### config.mk
export PLATFORM = sky130hd
export DESIGN_NAME = monster_controller
export DESIGN_NICKNAME = d
export VERILOG_FILES = /design/src/rtl/monster_controller.sv
export SDC_FILE = /design/constraint.sdc
export NUM_CORES = 1
export LEC_CHECK = 0
export ABC_AREA = 1
export BUFFER_PORTS_ARGS = -buffer_cell sky130_fd_sc_hd__buf_2
export CORE_MARGIN = 4
export CORE_UTILIZATION = 44
export DETAILED_ROUTE_END_ITERATION = 7
export SLEW_MARGIN = 25
export SYNTH_ARGS = -nofsm -noshare
export SYNTH_HDL_FRONTEND = slang
export SYNTH_SLANG_ARGS = --single-unit
### constraint.sdc
create_clock -name Clk -period 3.9 [get_ports Clk]
set_input_delay 0.585 -clock Clk [delete_from_list [all_inputs] [get_ports Clk]]
set_output_delay 0.585 -clock Clk [all_outputs]
set_load 0.01 [all_outputs]
### src/rtl/monster_controller.sv
// Purpose: lane-monster game logic (spawn, attack timing, lives, score) ahead of the VGA renderer.
// Latency: every output is registered; an input sampled at edge n is visible right after edge n.
// Backpressure: none; hit is a one-cycle pulse, and shield and Start are levels sampled each cycle.
//
// Ports:
//   Clk, Reset      slow game clock; asynchronous active-high reset
//   Start           level: IDLE->PLAY when high, OVER->IDLE when low
//   hit[3:0]        kill pulses per lane ([0]=top [1]=bottom [2]=left [3]=right)
//   shield[3:0]     shield raised per lane
//   monster[3:0]    monster present per lane
//   broken[3:0]     one-cycle pulse for an unshielded attack
//   lives[1:0]      remaining lives
//   score[9:0]      kill count, saturating at 1023
//   game_over       high while in OVER
module monster_controller #(
    parameter int          SPAWN_MIN       = 20,
    parameter int          SPAWN_RAND_BITS = 6,
    parameter int          ATTACK_TICKS    = 150,
    parameter int          LIVES           = 3,
    parameter logic [15:0] LFSR_SEED       = 16'hACE1
) (
    input  logic       Clk,
    input  logic       Reset,
    input  logic       Start,
    input  logic [3:0] hit,
    input  logic [3:0] shield,
    output logic [3:0] monster,
    output logic [3:0] broken,
    output logic [1:0] lives,
    output logic [9:0] score,
    output logic       game_over
);

    // The spawn counter must hold SPAWN_MIN plus the largest random offset.
    localparam int CNT_W = $clog2(SPAWN_MIN + (1 << SPAWN_RAND_BITS)) + 1;
    localparam int TMR_W = $clog2(ATTACK_TICKS + 1);

    localparam logic [CNT_W-1:0] SPAWN_BASE  = CNT_W'(SPAWN_MIN);
    localparam logic [CNT_W-1:0] CNT_ONE     = CNT_W'(1);
    localparam logic [TMR_W-1:0] ATTACK_LOAD = TMR_W'(ATTACK_TICKS);
    localparam logic [TMR_W-1:0] TMR_ONE     = TMR_W'(1);
    localparam logic [1:0]       LIVES_INIT  = 2'(LIVES);
    localparam logic [15:0]      LFSR_MASK   = 16'hB400;

    typedef enum logic [1:0] {
        ST_IDLE = 2'd0,
        ST_PLAY = 2'd1,
        ST_OVER = 2'd2
    } state_t;

    state_t                  state, state_nxt;
    logic [15:0]             lfsr, lfsr_nxt;
    logic [CNT_W-1:0]        spawn_cnt, cnt_nxt;
    logic [3:0][TMR_W-1:0]   timer, timer_nxt;
    logic [3:0]              monster_nxt, broken_nxt;
    logic [1:0]              lives_nxt;
    logic [9:0]              score_nxt;

    logic [3:0]              valid_hit;
    logic [3:0]              expired;
    logic [3:0]              attack;
    logic [3:0]              unshielded;
    logic [2:0]              kills;
    logic [2:0]              losses;
    logic [10:0]             score_sum;
    logic [1:0]              spawn_lane;
    logic [SPAWN_RAND_BITS-1:0] spawn_rand;
    logic [CNT_W-1:0]        spawn_reload;
    logic                    spawn_due;
    logic [3:0]              spawn_onehot;

    function automatic logic [2:0] popcnt4(input logic [3:0] v);
        return {2'b00, v[0]} + {2'b00, v[1]} + {2'b00, v[2]} + {2'b00, v[3]};
    endfunction

    // Lane events, all judged on the registered (pre-edge) state.
    always_comb begin
        expired = '0;
        for (int i = 0; i < 4; i++) begin
            expired[i] = monster[i] && (timer[i] == '0);
        end
    end

    assign valid_hit    = hit & monster;
    assign attack       = expired & ~hit;          // a hit on the expiring lane wins
    assign unshielded   = attack & ~shield;
    assign kills        = popcnt4(valid_hit);
    assign losses       = popcnt4(unshielded);
    assign score_sum    = {1'b0, score} + {8'b0, kills};

    assign spawn_lane   = lfsr[1:0];
    assign spawn_rand   = lfsr[SPAWN_RAND_BITS+1:2];
    assign spawn_reload = SPAWN_BASE + CNT_W'(spawn_rand);
    assign spawn_due    = (spawn_cnt == '0);
    // An occupied lane (including one being hit or attacking this cycle) skips the spawn.
    assign spawn_onehot = (spawn_due && !monster[spawn_lane]) ? (4'b0001 << spawn_lane) : 4'b0000;

    // Galois LFSR runs in every state so spawn lanes depend on how long the player idled.
    assign lfsr_nxt = {1'b0, lfsr[15:1]} ^ (lfsr[0] ? LFSR_MASK : 16'h0000);

    always_comb begin
        state_nxt   = state;
        cnt_nxt     = spawn_cnt;
        timer_nxt   = timer;
        monster_nxt = monster;
        broken_nxt  = '0;
        lives_nxt   = lives;
        score_nxt   = score;

        case (state)
            ST_IDLE: begin
                monster_nxt = '0;
                timer_nxt   = '0;
                cnt_nxt     = '0;
                lives_nxt   = LIVES_INIT;
                score_nxt   = '0;
                if (Start) begin
                    state_nxt = ST_PLAY;
                    cnt_nxt   = SPAWN_BASE;
                end
            end

            ST_PLAY: begin
                if (lives == 2'd0) begin
                    // Last life went at the previous edge: freeze score, clear the field.
                    state_nxt   = ST_OVER;
                    monster_nxt = '0;
                    timer_nxt   = '0;
                    cnt_nxt     = '0;
                end else begin
                    for (int i = 0; i < 4; i++) begin
                        if (valid_hit[i]) begin
                            timer_nxt[i] = '0;
                        end else if (monster[i] && (timer[i] != '0)) begin
                            timer_nxt[i] = timer[i] - TMR_ONE;
                        end
                        if (spawn_onehot[i]) begin
                            timer_nxt[i] = ATTACK_LOAD;
                        end
                    end
                    monster_nxt = (monster & ~valid_hit & ~attack) | spawn_onehot;
                    broken_nxt  = unshielded;
                    score_nxt   = score_sum[10] ? 10'h3FF : score_sum[9:0];
                    lives_nxt   = ({1'b0, lives} <= losses) ? 2'd0 : (lives - losses[1:0]);
                    cnt_nxt     = spawn_due ? spawn_reload : (spawn_cnt - CNT_ONE);
                end
            end

            ST_OVER: begin
                monster_nxt = '0;
                timer_nxt   = '0;
                cnt_nxt     = '0;
                if (!Start) begin
                    state_nxt = ST_IDLE;
                    lives_nxt = LIVES_INIT;
                    score_nxt = '0;
                end
            end

            default: begin
                state_nxt   = ST_IDLE;
                monster_nxt = '0;
                timer_nxt   = '0;
                cnt_nxt     = '0;
                lives_nxt   = LIVES_INIT;
                score_nxt   = '0;
            end
        endcase
    end

    always_ff @(posedge Clk or posedge Reset) begin
        if (Reset) begin
            state     <= ST_IDLE;
            lfsr      <= LFSR_SEED;
            spawn_cnt <= '0;
            timer     <= '0;
            monster   <= '0;
            broken    <= '0;
            lives     <= LIVES_INIT;
            score     <= '0;
        end else begin
            state     <= state_nxt;
            lfsr      <= lfsr_nxt;
            spawn_cnt <= cnt_nxt;
            timer     <= timer_nxt;
            monster   <= monster_nxt;
            broken    <= broken_nxt;
            lives     <= lives_nxt;
            score     <= score_nxt;
        end
    end

    assign game_over = (state == ST_OVER);

endmodule
==> results.toml, run 1 <==
[outcome]
outcome = "complete, no violations"

[grt]
grt_pass1_wl_mm = 18.84
grt_usage_pct = 18.20
grt-ovfl-total = 0
grt_util_met2_pct = 29.58
grt_pass1_vias = 3935
grt_use_met1_pct = 24.77
grt_max_degree = 49
top_usage_layer = "met2"
grtUsageMet3_pct = 3.720
antenna_found_initial = 0

[routing]
drc = 0
viasPerCell = 5.179
post_drt_wl_per_cell_um = 13.94
vias = 3998
routed_wirelength_mm = 10.76
drt_pre_antenna_iters = 5
drt_iter0_markers = 202
ant_nets = 0

[synth]
post_synth_and_or_nand_nor_area_fraction_pct = 35.27
yosys-top-cells-area = "dfrtp_1 (35%), nand2_1 (9.3%), nand3_1 (7.6%)"
synthFlopType = "dfrtp_1"
synth_xor_area_share_pct = 2.543
avgSynthCellArea_um2 = 8.116
ys_ff_latch = 78
syn-cell-area_um2 = 4821
synth_top_cell_area_share_pct = 35.30
synthAdderAreaFrac_pct = 5.554
synth.distinct_cells = 42
async_reset_ff_share_pct = 100.0
synthTopCellsByCount = "nand2_1 (120), nand3_1 (73), dfrtp_1 (68), inv_1 (68), nor2_1 (58)"
ys_seq_area_share_pct = 40.75
synthMuxAreaShare_pct = 0
synth_nets = 624
synth_area_leader_cell = "dfrtp_1"
synth_warnings = 0
synth_top_family_by_area = "simple AND/OR/NAND/NOR gates"
synthCells = 594
synth_compound_area_share_pct = 8.487
synth.most_common_cell = "nand2_1"
synth_edf_count = 0

[clock_network]
clkTransAtPathRegs_ns = 0.09
cts_inserted_buffers = 9
cts_resized = 0
clk_latency_ns = 0.35
postCtsSetupBuffers = 0
ctsRootBufferMaster = "clkbuf_8"
cts_sinks = 78
htree_levels = 3
cts_hold_buffers = 0
cts_tree = "yes"
clockBufferDepth = 2

[power_and_ir_drop]
p_leak_nw = 2.732
total_power_w = 0.003706
pwr_density_cell_nw_per_um2 = 697.7
peakVddDrop_v = 0.0003418

[timing]
hold_viol_final = 0
finalWorstSetupSlack_ns = 0.6060
setup_tns_ns = 0
relSlewSlack_pct = 45.42
worstMarginPinSlew_ns = 0.8178
setup_viol = 0
fmax_mhz = 303.6
maxSlewViolCount = 0
fin_crit_sh_pct = 84.46
finClkSkew_ns = 0.007208
fin_crit_ns = 3.294
rsz0062_at_grt = "false"

[final_layout]
area_growth_syn_to_layout_pct = 10.20
fin_nets = 661
fill_cells = 988
drive_gt1_share_pct = 18.24
antenna_cells = 0

[worst_setup_path]
critPathMaxStageDelay_ns = 0.56
worstSetupEndpointType = "register"
crit_cells = 16
r2r-start = "timer[0]"
worst_ep_arrival_time_ns = 3.59
r2r_setup_slack_ns = 0.61
cp_data_required_time_ns = 4.20
crit_type = "reg -> reg"
reg2reg_depth = 16
startpoint_type = "register"
r2r-end = "lives[0]"
cp_max_fo = 6
cp_top_family = "adder cells"
crit_path_top_delay_cell = "fa_1"
cp_cell_sequence = "inv_1, ha_1, nand2_1, or4_1, fa_1, inv_1, ha_1, ha_1, inv_1, ha_1, inv_1, nor2_1, o21ai_0, o21ai_0, o21ai_1, inv_1"
path_buf_inv = 5
cpMostUsedCell = "inv_1"

[placement]
place_hpwl_mm = 7.785
place.gp.congestion = 0.8803
port_buffers = 31
place_ws_ns = 0.5404

[floorplan]
start_util_pct = 45.87
dieHeight_um = 112.7
core-area_um2 = 10510
die_width_um = 112.7
boundaryPins = 32
dieArea_um2 = 12700
num_rows = 37

[run]
cap_violations = 0

[hold_path]
hold_path_class = "in -> async"
-- worst max-delay path by stage --
stage	start	endpoint	slack [ns]
finish	timer[0]	lives[0]	0.61
global route	timer[0]	lives[0]	0.40
CTS	timer[0]	lives[0]	0.62
detailed placement	hit[0]	lives[0]	0.54
global placement	hit[0]	lives[0]	0.65
floorplan	hit[0]	lives[0]	0.89
-- where the power goes --
group | switching [W] | internal, W
combinational | 0.00126 | 0.000669
clock | 0.000308 | 0.000313
sequential | 0.000163 | 0.000993
total | 0.00173 | 0.00198
-- cells in the final DEF (no fill, tap or decap), types with 2 or more instances in the layout --
cell type and instances:
or2_2 3, clkinv_2 2, buf_2 31, a21o_1 2, nand3b_1 5, inv_2 9, nor3_1 13, nand3_4 4
nor2_1 58, o21ai_1 3, fa_1 4, nand2_1 120, nand2_4 8, nand3_2 9, clkbuf_8 10, nand4_1 12
dfrtp_1 68, o21bai_1 2, dfstp_2 10, nor2_4 5, clkinvlp_4 2, o21ai_0 36, inv_4 4, inv_1 67
xor2_1 9, ha_1 15, a21oi_1 17, nor2_2 5, nand2_2 3, o21a_1 3, nor2_8 4, xnor2_1 5
nand3_1 73
-- final cells by class --
type	count	area [um^2]	area share, %
Clock inverter	5	58.81	1.107
Tap cell	136	170.2	3.203
Multi-Input combinational cell	429	2500	47.06
Timing Repair Buffer	32	162.7	3.062
Sequential cell	78	1964	36.98
Clock buffer	11	141.4	2.661
Inverter	81	315.3	5.935
-- sequential cells by signal, indices dropped and copies added (netlist names) --
register,cells
lives,2
timer,32
spawn_cnt,8
lfsr,16
monster,4
broken,4
state,2
score,10
-- stage by stage --
stage                     hold WS [ns]  util [%]  instances  cell area (um^2)
after floorplan                 0.3312         -        594              4821
after global placement          0.3328     48.65        756              5112
after detailed placement        0.3387     48.65        756              5112
after CTS                       0.3580     50.55        772              5313
after global routing            0.3745     50.55        772              5313
final                           0.3554     50.55        772              5313
-- routing by layer --
layer,part of all wire (%),vias to the layer above
li1,-,2027
met1,48,1886
met2,47,77
met3,3.5,8
met4,0.76,0
met5,0,-
-- cell families after synthesis --
| group | count (synthesis) |
|---|---|
| AO/OA/AOI/OAI | 71 |
| XOR/XNOR | 14 |
| adder cells (fa/ha/maj) | 19 |
| buffers and inverters | 87 |
| flip-flops | 78 |
| AND/OR/NAND/NOR | 325 |
Power figures use the tool's default switching activity.
==> inputs of run 2 (changes only) <==
==> constraint.sdc (replaced) <==
create_clock -name Clk -period 2.65 [get_ports Clk]
set_input_delay 0.3975 -clock Clk [delete_from_list [all_inputs] [get_ports Clk]]
set_output_delay 0.3975 -clock Clk [all_outputs]
set_load 0.01 [all_outputs]
==> run 2 against run 1 <==
  * The run now ends with negative setup slack left
  * Fmax rose by 13%
  * Worst setup slack got worse by 0.87 ns
  * Non-clock buffer count rose by 67
  * Critical path type unchanged
  * Sequential power rose by 42%
  * Global-route usage rose by 0.79 points
  * Flip-flop and latch count did not move
  * Total power rose by 62%
  * Register-to-register slack got worse by 0.87 ns
  * Critical path depth fell by 2
  * Clock power rose by 54%
  * Largest power group unchanged
  * Combinational power rose by 76%
==> results.toml, run 2 (same netlist as run 1, synthesis figures left out) <==
[timing]
finClkSkew_ns = 0.01429
fin_crit_ns = 2.918
rsz0062_at_grt = "true"
fin_crit_sh_pct = 110.1
fmax_mhz = 342.8
relSlewSlack_pct = 55.14
worstMarginPinSlew_ns = 0.6719
maxSlewViolCount = 0
setup_viol = 2
hold_viol_final = 0
finalWorstSetupSlack_ns = -0.2675
setup_tns_ns = -0.5214

[worst_setup_path]
worst_ep_arrival_time_ns = 3.21
cp_data_required_time_ns = 2.94
startpoint_type = "register"
crit_start = "timer[0]"
r2r-start = "timer[0]"
worstSetupEndpointType = "register"
cp_max_fo = 3
crit_type = "reg -> reg"

[routing]
vias = 4311
viasPerCell = 5.138
drt_iter0_markers = 255
ant_nets = 0
drc = 0
post_drt_wl_per_cell_um = 13.95
routed_wirelength_mm = 11.70
drt_pre_antenna_iters = 5

[grt]
grt_max_degree = 45
grt_pass1_wl_mm = 19.77
grt-ovfl-total = 0
grt_usage_pct = 18.99
grt_pass1_vias = 4118
antenna_found_initial = 0

[clock_network]
cts_sinks = 78
clkTransAtPathRegs_ns = 0.09
htree_levels = 3
cts_tree = "yes"
ctsRootBufferMaster = "clkbuf_8"
cts_inserted_buffers = 9
clockBufferDepth = 2
clk_latency_ns = 0.36

[final_layout]
top_register = "timer"
largest_register_ffs = 32
area_growth_syn_to_layout_pct = 23.02
layout_common_cells = "nand2_1 (116), nand3_1 (73), dfrtp_1 (68), buf_4 (65), inv_1 (60)"
fin_nets = 728
fill_cells = 936
drive_gt1_share_pct = 29.59
mostFrequentLayoutCell = "nand2_1"
reg_top3 = "timer: 32 flops, lfsr: 16 flops, score: 10 flops"
antenna_cells = 0

[floorplan]
start_util_pct = 45.87
dieArea_um2 = 12700
num_rows = 37
dieHeight_um = 112.7
die_width_um = 112.7
boundaryPins = 32
core-area_um2 = 10510

[placement]
port_buffers = 31
place_ws_ns = -0.3499
place_hpwl_mm = 8.311
place.gp.congestion = 0.8994

[power_and_ir_drop]
pwr_density_cell_nw_per_um2 = 1014
total_power_w = 0.006012
p_leak_nw = 3.082
peakVddDrop_v = 0.0006367

[hold_path]
min_from = "shield[2]"
hold_path_class = "in -> reg"

[run]
cap_violations = 0

[outcome]
violations = "negative setup slack"
outcome = "finished, violations left"
## run 2: cell count changes in the layout (fill, tap and decap cells not counted), sizes merged
cell	change
clkinv	-1
inv	+3
buf	+66
dlygate4sd3	+1
clkbuf	-2
## run 2: metal layers
layer,share of wire (%),GRT usage [%],vias up
li1,-,-,2157
met1,48,25.86,2056
met2,47,30.77,85
met3,3.6,3.989,13
met4,1.4,5.048,0
met5,0,0,-
## run 2: cell type report
type,instances,area [um^2],share of cell area (%)
multi-input combinational,429,2590,43.67
sequential,78,1964,33.12
timing repair buffer,99,684.4,11.54
inverter,81,317.8,5.359
tap,136,170.2,2.869
clock buffer,9,123.9,2.089
clock inverter,7,80.08,1.350
## run 2: worst max-delay path, cell delays in order, from the launching register on
cell and delay (ns):
dfrtp_1 0.40, inv_2 0.08, ha_4 0.13, nand2_2 0.05, or4_4 0.49, fa_1 0.49
inv_1 0.04, ha_2 0.19, ha_4 0.26, inv_2 0.03, ha_4 0.25, inv_2 0.04
o21ai_2 0.13, o2111ai_1 0.12, a21oi_1 0.15
## run 2: report_power, final
part | leakage [nW] | switching, W | internal, W | total, W
Clock | 0.0968 | 0.000510 | 0.000447 | 0.000957
Combinational | 1.97 | 0.00205 | 0.00135 | 0.00340
Sequential | 1.01 | 0.000192 | 0.00146 | 0.00165
Total | 3.08 | 0.00276 | 0.00326 | 0.00601
## run 2: repair_timing
action,in CTS,in global routing
pin swaps,4,6
resized for setup,9,19
cloned,0,0
hold endpoints to repair,14,0
setup endpoints to repair,8,12
setup buffers,5,3
hold buffers,1,0
## run 2: worst paths after layout
path | end | slack, ns | depth (start not counted)
hold / removal | broken[2] | 0.21 | 2
hold reg to reg | lfsr[7] | 0.34 | 0
min in group asynchronous | spawn_cnt[2] | 0.51 | 3
setup reg to reg | lives[1] | -0.27 | 14
max in group asynchronous | timer[21] | 1.53 | 4
setup / recovery | lives[1] | -0.27 | 14
## run 2: stage by stage
stage / utilization (%) / hold WS (ns) / area (um^2) / std cells
4_1_cts: 55.90 / 0.1948 / 5874 / 836
5_1_grt: 56.44 / 0.2063 / 5931 / 839
3_3_place_gp: 53.23 / 0.3401 / 5594 / 814
6_report: 56.44 / 0.2111 / 5931 / 839
2_1_floorplan: - / 0.3312 / 4855 / 594
3_5_place_dp: 53.23 / 0.3367 / 5594 / 814
